--- src/rtl/adsr_gain.sv ---
// Gate-driven ADSR envelope applied to the oscillator sample stream, producing saturated
// signed PCM through a two-stage multiply/shift pipeline. The envelope advances once per sample.
module adsr_gain #(
  parameter int unsigned IN_W     = 32,
  parameter int unsigned OUT_W    = 16,
  parameter int unsigned ENV_W    = 16,
  parameter int unsigned IN_SHIFT = 20
) (
  input  logic                    clk,
  input  logic                    rst_n,
  input  logic [IN_W-1:0]         in_sample_i,
  input  logic                    in_valid_i,
  input  logic                    gate_i,
  input  logic [ENV_W-1:0]        attack_step_i,
  input  logic [ENV_W-1:0]        decay_step_i,
  input  logic [ENV_W-1:0]        sustain_level_i,
  input  logic [ENV_W-1:0]        release_step_i,
  output logic signed [OUT_W-1:0] out_sample_o,
  output logic                    out_valid_o,
  output logic [ENV_W-1:0]        env_level_o,
  output logic [2:0]              env_state_o
);

  localparam int unsigned ProdW = IN_W + ENV_W + 1;
  localparam int unsigned Shift = ENV_W + IN_SHIFT - OUT_W + 1;

  localparam logic [ENV_W-1:0] EnvMax = {ENV_W{1'b1}};
  localparam logic signed [ProdW-1:0] SatHi =
      {{(ProdW - OUT_W + 1){1'b0}}, {(OUT_W - 1){1'b1}}};
  localparam logic signed [ProdW-1:0] SatLo =
      {{(ProdW - OUT_W + 1){1'b1}}, {(OUT_W - 1){1'b0}}};

  typedef enum logic [2:0] {
    StIdle    = 3'd0,
    StAttack  = 3'd1,
    StDecay   = 3'd2,
    StSustain = 3'd3,
    StRelease = 3'd4
  } state_e;

  state_e           state_q, state_d;
  logic [ENV_W-1:0] env_q, env_d;

  // Envelope arithmetic in ENV_W+1 bits so overflow/borrow is visible and clamped.
  logic [ENV_W:0]   att_sum, dec_diff, rel_diff;
  logic [ENV_W-1:0] att_env;
  logic             att_full, dec_to_sus, rel_to_zero;

  always_comb begin
    att_sum  = {1'b0, env_q} + {1'b0, attack_step_i};
    dec_diff = {1'b0, env_q} - {1'b0, decay_step_i};
    rel_diff = {1'b0, env_q} - {1'b0, release_step_i};

    att_full = (attack_step_i == '0) || (att_sum >= {1'b0, EnvMax});
    att_env  = att_full ? EnvMax : att_sum[ENV_W-1:0];

    dec_to_sus = (decay_step_i == '0) || (sustain_level_i >= env_q) || dec_diff[ENV_W] ||
                 (dec_diff[ENV_W-1:0] <= sustain_level_i);

    rel_to_zero = (release_step_i == '0) || rel_diff[ENV_W] || (rel_diff[ENV_W-1:0] == '0);
  end

  always_comb begin
    state_d = state_q;
    env_d   = env_q;
    if (in_valid_i) begin
      case (state_q)
        StIdle: begin
          if (gate_i) begin
            env_d   = att_env;
            state_d = att_full ? StDecay : StAttack;
          end else begin
            env_d = '0;
          end
        end
        StAttack: begin
          if (!gate_i) begin
            state_d = StRelease;
          end else begin
            env_d   = att_env;
            state_d = att_full ? StDecay : StAttack;
          end
        end
        StDecay: begin
          if (!gate_i) begin
            state_d = StRelease;
          end else if (dec_to_sus) begin
            env_d   = sustain_level_i;
            state_d = StSustain;
          end else begin
            env_d = dec_diff[ENV_W-1:0];
          end
        end
        StSustain: begin
          if (!gate_i) begin
            state_d = StRelease;
          end else begin
            env_d = sustain_level_i;
          end
        end
        StRelease: begin
          // Retrigger starts from the current level, not from zero.
          if (gate_i) begin
            env_d   = att_env;
            state_d = att_full ? StDecay : StAttack;
          end else if (rel_to_zero) begin
            env_d   = '0;
            state_d = StIdle;
          end else begin
            env_d = rel_diff[ENV_W-1:0];
          end
        end
        default: begin
          env_d   = '0;
          state_d = StIdle;
        end
      endcase
    end
  end

  always_ff @(posedge clk or negedge rst_n) begin
    if (!rst_n) begin
      state_q <= StIdle;
      env_q   <= '0;
    end else begin
      state_q <= state_d;
      env_q   <= env_d;
    end
  end

  // Stage 1: signed sample times zero-extended envelope (pre-update level).
  logic signed [ProdW-1:0] in_ext, env_ext, prod_d, prod_q;
  logic                    vld1_q;

  always_comb begin
    in_ext  = {{(ProdW - IN_W){in_sample_i[IN_W-1]}}, in_sample_i};
    env_ext = {{(ProdW - ENV_W){1'b0}}, env_q};
    prod_d  = in_ext * env_ext;
  end

  always_ff @(posedge clk or negedge rst_n) begin
    if (!rst_n) begin
      prod_q <= '0;
      vld1_q <= 1'b0;
    end else begin
      vld1_q <= in_valid_i;
      if (in_valid_i) begin
        prod_q <= prod_d;
      end
    end
  end

  // Stage 2: arithmetic (flooring) shift, then saturate to the PCM range.
  logic signed [ProdW-1:0] shifted;
  logic signed [OUT_W-1:0] sat;
  logic signed [OUT_W-1:0] out_q;
  logic                    out_valid_q;

  always_comb begin
    shifted = prod_q >>> Shift;
    if (shifted > SatHi) begin
      sat = SatHi[OUT_W-1:0];
    end else if (shifted < SatLo) begin
      sat = SatLo[OUT_W-1:0];
    end else begin
      sat = shifted[OUT_W-1:0];
    end
  end

  always_ff @(posedge clk or negedge rst_n) begin
    if (!rst_n) begin
      out_q       <= '0;
      out_valid_q <= 1'b0;
    end else begin
      out_valid_q <= vld1_q;
      if (vld1_q) begin
        out_q <= sat;
      end
    end
  end

  assign out_sample_o = out_q;
  assign out_valid_o  = out_valid_q;
  assign env_level_o  = env_q;
  assign env_state_o  = state_q;

endmodule

--- config.mk ---
export PLATFORM = sky130hd
export DESIGN_NAME = adsr_gain
export DESIGN_NICKNAME = d
export VERILOG_FILES = /design/src/rtl/adsr_gain.sv
export SDC_FILE = /design/constraint.sdc
export NUM_CORES = 2
export LEC_CHECK = 0
export ABC_CLOCK_PERIOD_IN_PS = 9200
export BUFFER_PORTS_ARGS = -buffer_cell sky130_fd_sc_hd__buf_2
export CELL_PAD_IN_SITES_DETAIL_PLACEMENT = 1
export CELL_PAD_IN_SITES_GLOBAL_PLACEMENT = 1
export CORE_ASPECT_RATIO = 1.1
export CORE_MARGIN = 5
export CORE_UTILIZATION = 40
export DETAILED_ROUTE_END_ITERATION = 16
export PLACE_DENSITY = 0.75
export SYNTH_ARGS = -nofsm -noshare
export SYNTH_HDL_FRONTEND = slang
export SYNTH_SLANG_ARGS = --single-unit
--- constraint.sdc ---
create_clock -name clk -period 9.2 [get_ports clk]
set_clock_uncertainty 0.1 [all_clocks]
set_input_delay 1.38 -clock clk [delete_from_list [all_inputs] [get_ports clk]]
set_output_delay 1.38 -clock clk [all_outputs]
set_load 0.05 [all_outputs]
==> reports/metrics.csv <==
metric,value,unit
hold_class,reg -> reg,
ant_nets,0,
io_buffers,135,
cts.root.buffer_cell,clkbuf_16,
critPathMaxStageDelay,0.62,ns
core_area,0.0597,sq mm
grt_pass1_wl,125,mm
grt_max_degree,66,
cts_setup_buffers,0,
synth_area,0.0241,sq mm
synth_edf_count,0,
ys_ff_latch,65,
die_area,0.0652,sq mm
dr.pass1.iters,5,
synthCells,2775,
dr.first_iter.drc_count,1022,
finalHoldViolCount,0,
num_io_pins,136,
seq_area_frac_synth,6.76,%
clkSinkCount,65,
wirelength,77.6,mm
relSlewSlack,12.0,%
fillCellCount,7099,
place.gp.congestion,0.902,
crit_type,in -> reg,
die_w,244,um
ys_async_sr_fraction,100,%
dp_hpwl,63.7,mm
postSynthAreaPerCell,8.67,sq um
first_global_vias,23122,
hold_buffers,0,
ys_warn_count,0,
critPathCaptureType,flop,
clkLatencyLatePin,0.37,ns
viasPerCell,5.49,
wl_per_cell,21.5,um
slowest_stage,a32oi_1,
setup_viol,0,
synth_flop_cell,dfrtp_1,
h-tree-depth,3,
dr_total_vias,19803,
final.setup.tns,0,ns
worst_ep_arrival_time,8.21,ns
max_freq,124,MHz
cp_top_family,adder cells,
period_share,87.4,%
finalCriticalPeriod,8.05,ns
place_ws,0.853,ns
outcome,"finished, final reports clean",
numCtsBuffers,9,
worst_pin_slew,1.31,ns
rsz0062_at_grt,no,
maxCapViolations,0,
cp_cell_sequence,"buf_2, nand2_1, fa_1, inv_1, fa_1, inv_1, fa_1, inv_1, fa_1, fa_1, inv_1, fa_1, inv_1, ha_1, a21o_1, a21oi_1, o21ai_0, a32oi_1, a211oi_1, o211ai_2, a21oi_1, or3_1, a31o_1",
placementRows,94,
syn_nets,3560,
track_usage,24.3,%
fin_ws,1.15,ns
drc,0,
cp.required,9.36,ns
nets,3620,
critPathMaxFanout,16,
grt_antenna_before_repair,1,
start_util,40.3,%
fp.dieH,267,um
path_common_cell,fa_1,
cts_buffer_depth,2,
maxSlewViolCount,0,
cts_tree,yes,
grt_overflow_total,0,
clk_pin_slew,0.07,ns
synth_cell_types,77,
syn_to_final_growth,7.25,%
final_cells,3609,
cts_resized,0,
drive_gt1_share,7.46,%
critPathBufInv,6,
start_kind,input pin,
place_inst,3592,
## synth_stat cells, types with 7 or more instances
master    instances  share of area (%)
a211o_1           9               0.33
a211oi_1         15               0.47
a21o_1           45                1.4
a21oi_1          81                1.7
a221oi_1          7               0.25
a222oi_1          8               0.33
a31oi_1           9               0.23
and2_1          233                6.1
and3_1           11               0.29
and4_1            8               0.29
clkbuf_1        108                1.7
dfrtp_1          65                6.8
fa_1            490                 41
ha_1            195                 10
inv_1           667                 10
mux2_2           15               0.70
nand2_1         346                5.4
nand3_1          24               0.50
nand4_1          21               0.55
nor2_1           65                1.0
nor2b_1          16               0.42
nor3_1           26               0.54
nor4_1           23               0.60
o211ai_1         11               0.34
o21a_1           17               0.53
o21ai_0          43               0.89
o21ai_1           9               0.19
o21bai_1          9               0.28
o22ai_1          17               0.44
o31ai_1          12               0.37
or4_1             7               0.22
xnor2_1          41                1.5
xor2_1           14               0.51
## flip-flops by register name (all words and copies together), names as in the netlist
name,count
out_sample_o,16
env_state_o,3
prod_q,28
env_level_o,16
out_valid_o,1
vld1_q,1
## layer usage
metal  vias to the layer above  track usage (%)  share of wire [%]
li1                       8712                -                  -
met2                       542             45.1                 52
met4                         0             12.8                6.0
met3                       220             2.30                3.3
met5                         -                0                  0
met1                     10329             27.9                 38
## path summary, 6_finish.rpt
check / from / end / slack (ns) / cells after the start
max: in_sample_i[7] / prod_q[43]$_DFFE_PN0P_ / 1.15 / 23
min: prod_q[27]$_DFFE_PN0P_ / prod_q[27]$_DFFE_PN0P_ / 0.39 / 1
max reg2reg: env_level_o[7]$_DFFE_PN0P_ / prod_q[47]$_DFFE_PN0P_ / 1.18 / 22
min reg2reg: prod_q[27]$_DFFE_PN0P_ / prod_q[27]$_DFFE_PN0P_ / 0.39 / 1
max in group asynchronous: rst_n / env_level_o[9]$_DFFE_PN0P_ / 7.17 / 2
min in group asynchronous: rst_n / out_sample_o[2]$_DFFE_PN0P_ / 1.12 / 2
## cell usage in the layout (no fill, tap or decap), drive strengths merged, types with 6 or more instances in the layout
cell | synthesis | final
a211o | 9 | 9
a211oi | 15 | 15
a21o | 46 | 46
a21oi | 81 | 81
a221oi | 8 | 8
a222oi | 8 | 8
a22oi | 6 | 6
a31oi | 9 | 9
a32oi | 6 | 6
and2 | 233 | 233
and3 | 11 | 11
and4 | 8 | 8
buf | 5 | 162
clkbuf | 108 | 9
dfrtp | 65 | 65
fa | 490 | 490
ha | 195 | 195
inv | 667 | 670
mux2 | 15 | 15
nand2 | 346 | 346
nand2b | 6 | 6
nand3 | 24 | 24
nand4 | 21 | 21
nor2 | 65 | 65
nor2b | 16 | 16
nor3 | 26 | 26
nor4 | 23 | 23
o211ai | 12 | 12
o21a | 18 | 18
o21ai | 53 | 53
o21bai | 9 | 9
o22ai | 17 | 17
o31ai | 14 | 14
or2 | 6 | 6
or3 | 6 | 6
or4 | 7 | 7
xnor2 | 42 | 42
xor2 | 14 | 14
## per-stage QoR
stage               instance area, sq um  utilization [%]  hold WS, ns
floorplan                          24100                -        0.252
global placement                   25500             42.6        0.371
detailed placement                 25500             42.6        0.376
CTS                                25800             43.2        0.392
global route                       25800             43.2        0.409
finish                             25800             43.2        0.388
## cell type report
| type | count | area (sq um) | area share (%) |
|---|---|---|---|
| inverter | 668 | 2510 | 9.72 |
| tap | 768 | 961 | 3.72 |
| multi-input combinational | 1929 | 19500 | 75.5 |
| antenna | 1 | 2.50 | 0.00970 |
| timing repair buffer | 162 | 891 | 3.45 |
| clock buffer | 9 | 225 | 0.873 |
| clock inverter | 7 | 100 | 0.388 |
| sequential | 65 | 1630 | 6.31 |
## logic make-up (layout without fill, tap and decap cells)
logic type	count (synthesis)	in the layout	share of synthesized area [%]
adder cells (fa/ha/maj)	685	685	50.9
flip-flops	65	65	6.76
AO/OA/AOI/OAI	358	358	10.4
multiplexers	20	20	0.910
AND/OR/NAND/NOR	810	810	16.7
buffers and inverters	781	846	12.3
XOR/XNOR	56	56	2.07
other	0	1	0
Power is not shown: default switching activity piles up to over one toggle a cycle in this logic, so the estimate is an artifact.
